File: config.mk
export PLATFORM = sky130hd
export DESIGN_NAME = data_mem_responder
export DESIGN_NICKNAME = d
export VERILOG_FILES = /design/src/rtl/data_mem_responder.sv
export SDC_FILE = /design/constraint.sdc
export NUM_CORES = 2
export LEC_CHECK = 0
export CAP_MARGIN = 20
export CORE_MARGIN = 1
export CORE_UTILIZATION = 55
export CTS_BUF_LIST = sky130_fd_sc_hd__clkbuf_8
export CTS_CLUSTER_SIZE = 28
export DETAILED_ROUTE_END_ITERATION = 8
export GPL_TIMING_DRIVEN = 0
export PLACE_DENSITY_LB_ADDON = 0.25
export REMOVE_ABC_BUFFERS = 1
export SLEW_MARGIN = 10
export SYNTH_ARGS = -nofsm -noshare
export SYNTH_HDL_FRONTEND = slang
export SYNTH_SLANG_ARGS = --single-unit
File: constraint.sdc
create_clock -name clk -period 9.49 [get_ports clk]
set_clock_uncertainty 0.05 [all_clocks]
set_input_delay 1.898 -clock clk [delete_from_list [all_inputs] [get_ports clk]]
set_output_delay 1.898 -clock clk [all_outputs]
set_load 0.02 [all_outputs]
File: src/rtl/data_mem_responder.sv
`default_nettype none
// ============================================================================
// Module      : data_mem_responder
// Description : Word-addressed data RAM for a processor under test, with a
//               store log FIFO, a tohost completion mailbox and a watchdog.
// Revision    : 1.0 - initial release
// ============================================================================
module data_mem_responder #(
    parameter int          DEPTH_WORDS     = 64,
    parameter int          LOG_DEPTH       = 8,
    parameter logic [31:0] TOHOST_ADDR     = 32'h64,
    parameter int          WATCHDOG_CYCLES = 1000
) (
    input  logic        clk,
    input  logic        reset,
    input  logic        MemWrite,
    input  logic [31:0] DataAdr,
    input  logic [31:0] WriteData,
    output logic [31:0] ReadData,
    output logic        log_valid,
    input  logic        log_ready,
    output logic [31:0] log_addr,
    output logic [31:0] log_data,
    output logic        log_overflow,
    output logic        addr_err,
    output logic        done,
    output logic [31:0] done_value,
    output logic        timeout
);

    localparam int          c_idxW      = $clog2(DEPTH_WORDS);
    localparam int          c_ptrW      = $clog2(LOG_DEPTH);
    localparam int          c_cntW      = $clog2(WATCHDOG_CYCLES + 1);
    localparam logic [31:0] c_byteLimit = 32'(DEPTH_WORDS * 4);
    localparam logic [c_ptrW:0]   c_logFull = (c_ptrW + 1)'(LOG_DEPTH);
    localparam logic [c_cntW-1:0] c_wdLast  = c_cntW'(WATCHDOG_CYCLES - 1);

    typedef enum logic [1:0] {
        RUN          = 2'd0,
        HALT_DONE    = 2'd1,
        HALT_TIMEOUT = 2'd2
    } wdState_t;

    // ------------------------------------------------------------------
    // Address decode and RAM
    // ------------------------------------------------------------------
    logic [31:0]       r_mem [DEPTH_WORDS];
    logic [c_idxW-1:0] w_wordIdx;
    logic              w_inRange;
    logic              w_aligned;
    logic              w_storeOk;
    logic              w_storeBad;
    logic              w_mailbox;

    assign w_wordIdx  = DataAdr[c_idxW+1:2];
    assign w_inRange  = (DataAdr < c_byteLimit);
    assign w_aligned  = (DataAdr[1:0] == 2'b00);
    assign w_storeOk  = MemWrite && w_inRange && w_aligned;
    assign w_storeBad = MemWrite && !(w_inRange && w_aligned);
    assign w_mailbox  = w_storeOk && (DataAdr == TOHOST_ADDR);

    assign ReadData = w_inRange ? r_mem[w_wordIdx] : 32'h0;

    // RAM contents deliberately survive reset so a program image persists.
    always_ff @(posedge clk) begin
        if (!reset && w_storeOk) begin
            r_mem[w_wordIdx] <= WriteData;
        end
    end

    // ------------------------------------------------------------------
    // Store log FIFO
    // ------------------------------------------------------------------
    logic [31:0]       r_logAddrMem [LOG_DEPTH];
    logic [31:0]       r_logDataMem [LOG_DEPTH];
    logic [c_ptrW-1:0] r_wrPtr;
    logic [c_ptrW-1:0] r_rdPtr;
    logic [c_ptrW:0]   r_count;
    logic              r_overflow;
    logic              w_empty;
    logic              w_full;
    logic              w_pop;
    logic              w_pushOk;
    logic              w_drop;

    assign w_empty  = (r_count == '0);
    assign w_full   = (r_count == c_logFull);
    assign w_pop    = !w_empty && log_ready;
    // A pop in the same cycle frees the slot, so a full FIFO can still accept.
    assign w_pushOk = MemWrite && (!w_full || w_pop);
    assign w_drop   = MemWrite && w_full && !w_pop;

    always_ff @(posedge clk) begin
        if (!reset && w_pushOk) begin
            r_logAddrMem[r_wrPtr] <= DataAdr;
            r_logDataMem[r_wrPtr] <= WriteData;
        end
    end

    always_ff @(posedge clk) begin
        if (reset) begin
            r_wrPtr    <= '0;
            r_rdPtr    <= '0;
            r_count    <= '0;
            r_overflow <= 1'b0;
        end else begin
            if (w_pushOk) begin
                r_wrPtr <= r_wrPtr + c_ptrW'(1);
            end
            if (w_pop) begin
                r_rdPtr <= r_rdPtr + c_ptrW'(1);
            end
            case ({w_pushOk, w_pop})
                2'b10:   r_count <= r_count + (c_ptrW + 1)'(1);
                2'b01:   r_count <= r_count - (c_ptrW + 1)'(1);
                default: r_count <= r_count;
            endcase
            if (w_drop) begin
                r_overflow <= 1'b1;
            end
        end
    end

    assign log_valid    = !w_empty;
    assign log_addr     = w_empty ? 32'h0 : r_logAddrMem[r_rdPtr];
    assign log_data     = w_empty ? 32'h0 : r_logDataMem[r_rdPtr];
    assign log_overflow = r_overflow;

    // ------------------------------------------------------------------
    // Sticky status flags and mailbox capture
    // ------------------------------------------------------------------
    logic        r_addrErr;
    logic        r_done;
    logic [31:0] r_doneValue;

    always_ff @(posedge clk) begin
        if (reset) begin
            r_addrErr   <= 1'b0;
            r_done      <= 1'b0;
            r_doneValue <= 32'h0;
        end else begin
            if (w_storeBad) begin
                r_addrErr <= 1'b1;
            end
            if (w_mailbox && !r_done) begin
                r_done      <= 1'b1;
                r_doneValue <= WriteData;
            end
        end
    end

    assign addr_err   = r_addrErr;
    assign done       = r_done;
    assign done_value = r_doneValue;

    // ------------------------------------------------------------------
    // Watchdog FSM
    // ------------------------------------------------------------------
    wdState_t          r_state;
    wdState_t          w_stateNext;
    logic [c_cntW-1:0] r_wdCount;
    logic [c_cntW-1:0] w_wdCountNext;

    always_ff @(posedge clk) begin
        if (reset) begin
            r_state   <= RUN;
            r_wdCount <= '0;
        end else begin
            r_state   <= w_stateNext;
            r_wdCount <= w_wdCountNext;
        end
    end

    // A mailbox store wins over an expiring counter in the same cycle.
    always_comb begin
        w_stateNext   = r_state;
        w_wdCountNext = r_wdCount;
        case (r_state)
            RUN: begin
                if (w_mailbox) begin
                    w_stateNext = HALT_DONE;
                end else if (r_wdCount == c_wdLast) begin
                    w_stateNext = HALT_TIMEOUT;
                end else begin
                    w_wdCountNext = r_wdCount + c_cntW'(1);
                end
            end
            HALT_DONE:    w_stateNext = HALT_DONE;
            HALT_TIMEOUT: w_stateNext = HALT_TIMEOUT;
            default:      w_stateNext = RUN;
        endcase
    end

    assign timeout = (r_state == HALT_TIMEOUT);

endmodule
`default_nettype wire

==> flow_summary.yaml <==
outcome:
  outcome: "finished with violations"
  failed_checks: "setup timing"
die:
  floorplan.rows: 156
  die_width_um: 429
  die_height_um: 429
  io_pins: 201
  start_util_pct: 55.5
  die-area_um2: 184000
  core_um2: 181000
layout:
  final-instance-count-excl-fill: 8523
  layout_nets: 5905
  utilization_pct: 64.0
  synthToLayoutAreaGrowth_pct: 15.4
  layout.cell_area.non_filler_um2: 116000
  share_of_cells_above_drive_strength_1_pct: 21.8
synthesis:
  synth_sequential_area_ratio_pct: 77.7
  post_synth.cell_area_avg_um2: 19.0
  synth-async-reset-ratio_pct: 0
  syn-cell-area_um2: 101000
  ys_ff_latch: 2620
  synth-edff-count: 2560
  synth_flop_cell: "sky130_fd_sc_hd__edfxtp_1"
  netlist_instances: 5302
  ys_types: 91
  synth-warning-count: 0
routing:
  drt_first_pass_iters: 8
  wl_per_cell_um: 35.4
  viasPerCell: 6.79
  route.vias.total: 57857
  ant_nets: 0
  route.final.wire_length_um: 302000
  drt-initial-drc-count: 9723
  drc: 0
placed_design:
  port_buffers: 200
  placedInstanceArea_um2: 109000
  finalWeightedCongestion: 0.870
  numPlacedInstances: 7769
  detailedPlacementHpwl_um: 183000
setup_path:
  timing.critical_path.cells: "buf_8 -> buf_16 -> buf_16 -> or2b_4 -> buf_16 -> o22ai_1 -> o21a_1 -> o41ai_1 -> a21oi_1 -> nor4_1 -> clkdlybuf4s50_1"
  setup.worst_path.class: "primary input to primary output"
  timing.critical_path.max_delay_family: "buffers and inverters"
  required_time_reported_for_the_critical_path_endpoint_ps: 7540
  timing.critical_path.buf_inv: 5
  cpPeakStageDelay_ps: 1120
  worst_setup_path_end_kind: "primary output"
  r2r_slack_ps: 6360
  worst_setup_path_start_kind: "primary input"
  worst_path_max_fanout: 94
  worst_ep_arrival_time_ps: 7640
  critical_path.slowest_cell: "sky130_fd_sc_hd__o41ai_1"
  critPathMostFrequentCell: "sky130_fd_sc_hd__buf_16"
clock_tree:
  tritoncts_num_sinks: 2620
  cts_tree: "done"
  numCtsBuffers: 422
  cts_max_path_buffers: 4
  post_cts_buffers: 0
  htree_levels: 5
  ctsResizeCount: 0
  cts_root_buffer: "sky130_fd_sc_hd__clkbuf_8"
  clk_pin_slew_ps: 60
  clk-insertion-delay-late_ps: 1080
  hold_buffers: 0
sta:
  drv_slew: 0
  final_hold_viol_count: 0
  final_min_period_over_clock_period_pct: 101
  final.min_clock_period_ps: 9580
  final.setup.tns_ps: -110
  post-route-worst-setup-slack_ps: -93.4
  rsz_0062_raised_after_global_routing: "no"
  timing.fmax_mhz: 104
  final-setup-viol-count: 3
  timing_worst_slew_pin_value_ps: 1460
  slew-limit-headroom_pct: 2.89
global_route:
  grt_overflow: 0
  grt_max_degree: 96
  grt_pass1_vias: 56206
  grt_first_pass_wirelength_um: 420000
  number_of_antenna_violations_at_the_first_check_in_global_routing: 18
  gr-usage-all-layers_pct: 32.5
pwr:
  vdd.ir_drop.worst_mv: 0.183
  static-leakage-power_nw: 36.7
  cellPowerDensity_nw_per_um2: 210
  p_total_mw: 24.4
job:
  cap_viol_max_count: 0
hold_path:
  hp-class: "flop to flop"
[worst reg2reg max path: stages (launching register included)]
cell	delay, ps
sky130_fd_sc_hd__dfxtp_1	440
sky130_fd_sc_hd__nor3_1	100
sky130_fd_sc_hd__nand3b_1	110
sky130_fd_sc_hd__and2_1	240
sky130_fd_sc_hd__inv_1	180
sky130_fd_sc_hd__nor4b_2	690
sky130_fd_sc_hd__buf_4	300
sky130_fd_sc_hd__buf_4	200
sky130_fd_sc_hd__buf_4	190
sky130_fd_sc_hd__buf_4	180
sky130_fd_sc_hd__buf_4	170
[logic make-up (layout without fill, tap and decap cells)]
logic type | after synthesis | count (layout) | synth area share, %
AO/OA/AOI/OAI | 1017 | 1017 | 6.85
XOR/XNOR | 12 | 12 | 0.105
adder cells (fa/ha/maj) | 7 | 7 | 0.0946
buffers and inverters | 356 | 1196 | 2.12
flip-flops | 2620 | 2620 | 77.7
multiplexers | 649 | 649 | 10.1
other | 0 | 11 | 0
AND/OR/NAND/NOR | 641 | 641 | 3.02
[path summary, 6_finish.rpt]
path                               to      startpoint  depth (start not counted)
setup / recovery         ReadData[26]      DataAdr[4]                         11
setup reg to reg  r_logDataMem[0][18]      r_count[0]                         10
hold / removal         done_value[24]  done_value[24]                          2
hold reg to reg        done_value[24]  done_value[24]                          2
[final cells by class]
cell class | instances | area [um2]
Inverter | 12 | 60.1
Sequential cell | 2620 | 78100
Timing Repair Buffer | 448 | 6440
Clock buffer | 429 | 5900
Tap cell | 2370 | 2970
Clock inverter | 307 | 1460
Fill cell | 12112 | 65100
Multi-Input combinational cell | 2326 | 21100
Antenna cell | 11 | 27.5
[layout by cell type (no fill, tap or decap), types with 11 or more instances in the layout]
| cell | netlist | final |
|---|---|---|
| sky130_fd_sc_hd__o221ai_1 | 156 | 156 |
| sky130_fd_sc_hd__clkbuf_8 | 1 | 429 |
| sky130_fd_sc_hd__mux4_2 | 249 | 249 |
| sky130_fd_sc_hd__nor2_4 | 0 | 67 |
| sky130_fd_sc_hd__dfxtp_1 | 60 | 57 |
| sky130_fd_sc_hd__buf_2 | 142 | 14 |
| sky130_fd_sc_hd__o22a_1 | 24 | 24 |
| sky130_fd_sc_hd__clkinv_1 | 0 | 113 |
| sky130_fd_sc_hd__a211oi_1 | 41 | 39 |
| sky130_fd_sc_hd__edfxtp_1 | 2560 | 2560 |
| sky130_fd_sc_hd__buf_16 | 0 | 82 |
| sky130_fd_sc_hd__a31oi_1 | 13 | 13 |
| sky130_fd_sc_hd__nor2_1 | 274 | 205 |
| sky130_fd_sc_hd__nand2_1 | 169 | 164 |
| sky130_fd_sc_hd__inv_1 | 11 | 144 |
| sky130_fd_sc_hd__nand3_1 | 28 | 26 |
| sky130_fd_sc_hd__diode_2 | 0 | 11 |
| sky130_fd_sc_hd__mux2_2 | 175 | 175 |
| sky130_fd_sc_hd__a22oi_1 | 31 | 31 |
| sky130_fd_sc_hd__nor3_1 | 29 | 25 |
| sky130_fd_sc_hd__o21ai_0 | 145 | 145 |
| sky130_fd_sc_hd__buf_4 | 37 | 89 |
| sky130_fd_sc_hd__o22ai_1 | 331 | 331 |
| sky130_fd_sc_hd__clkdlybuf4s50_1 | 0 | 162 |
| sky130_fd_sc_hd__nor2b_1 | 14 | 13 |
| sky130_fd_sc_hd__nor4_1 | 29 | 23 |
| sky130_fd_sc_hd__mux2i_1 | 203 | 203 |
| sky130_fd_sc_hd__a21oi_1 | 145 | 145 |
| sky130_fd_sc_hd__buf_8 | 4 | 19 |
| sky130_fd_sc_hd__buf_12 | 7 | 71 |
| sky130_fd_sc_hd__o211ai_1 | 13 | 13 |
| sky130_fd_sc_hd__a221oi_1 | 27 | 26 |
| sky130_fd_sc_hd__clkinv_2 | 0 | 40 |
| sky130_fd_sc_hd__mux4_1 | 22 | 22 |
[per-stage QoR]
| stage | hold slack (ps) | setup slack (ps) |
|---|---|---|
| floorplan | 402 | -147 |
| global placement | 392 | -36320 |
| detailed placement | 396 | 132 |
| CTS | 404 | 121 |
| global route | 425 | 85.3 |
| finish | 407 | -93.4 |
[metal layers]
metal	share of wire, %	GRT usage, %	wire (um)	vias to the layer above
li1	-	-	-	23090
met1	35	43.3	107000	29436
met4	6.8	19.6	20500	12
met3	12	7.96	37500	880
met2	45	48.8	137000	4439
met5	0.026	0	78	-
[power breakdown]
group / switching [mW] / leakage [nW] / total, mW / internal (mW)
combinational: 1.71 / 8.93 / 2.89 / 1.18
clock: 4.31 / 4.26 / 8.69 / 4.39
sequential: 0.0644 / 23.5 / 12.8 / 12.8
total: 6.08 / 36.7 / 24.4 / 18.3
[state kept, by name (all words and copies together) (netlist names), named ones only]
signal / cells
done_value: 32
r_count: 4
r_wrPtr: 3
r_logDataMem: 256
r_rdPtr: 3
log_overflow: 1
r_mem: 2048
r_state: 2
r_wdCount: 10
r_logAddrMem: 256
done: 1
addr_err: 1
[synthesized netlist by cell type, types with 9 or more instances]
cell type                  instances  area share, %
sky130_fd_sc_hd__nor2_1          274            1.0
sky130_fd_sc_hd__nand3_1          28           0.14
sky130_fd_sc_hd__nand4_1           9          0.056
sky130_fd_sc_hd__nor3_1           29           0.14
sky130_fd_sc_hd__nor2b_1          14          0.087
sky130_fd_sc_hd__o211ai_1         13          0.097
sky130_fd_sc_hd__a221oi_1         27           0.24
sky130_fd_sc_hd__a211oi_1         41           0.31
sky130_fd_sc_hd__a22oi_1          31           0.23
sky130_fd_sc_hd__nor4_1           29           0.18
sky130_fd_sc_hd__inv_1            11          0.041
sky130_fd_sc_hd__dfxtp_1          60            1.2
sky130_fd_sc_hd__buf_4            37           0.28
sky130_fd_sc_hd__o221ai_1        156            1.4
sky130_fd_sc_hd__buf_6            41           0.46
sky130_fd_sc_hd__o21ai_0         145           0.72
sky130_fd_sc_hd__edfxtp_1       2560             76
sky130_fd_sc_hd__a21oi_1         145           0.72
sky130_fd_sc_hd__buf_1            24          0.090
sky130_fd_sc_hd__and3_1           10          0.062
sky130_fd_sc_hd__mux2i_1         203            2.0
sky130_fd_sc_hd__o32ai_1          10          0.087
sky130_fd_sc_hd__mux2_2          175            2.0
sky130_fd_sc_hd__o22ai_1         331            2.1
sky130_fd_sc_hd__clkbuf_1         88           0.33
sky130_fd_sc_hd__or3_1            10          0.062
sky130_fd_sc_hd__mux4_2          249            5.6
sky130_fd_sc_hd__mux4_1           22           0.58
sky130_fd_sc_hd__nand2_1         169           0.63
sky130_fd_sc_hd__a31oi_1          13          0.081
sky130_fd_sc_hd__buf_2           142           0.71
sky130_fd_sc_hd__o22a_1           24           0.21
No activity file was read; power rests on OpenSTA's default activity.
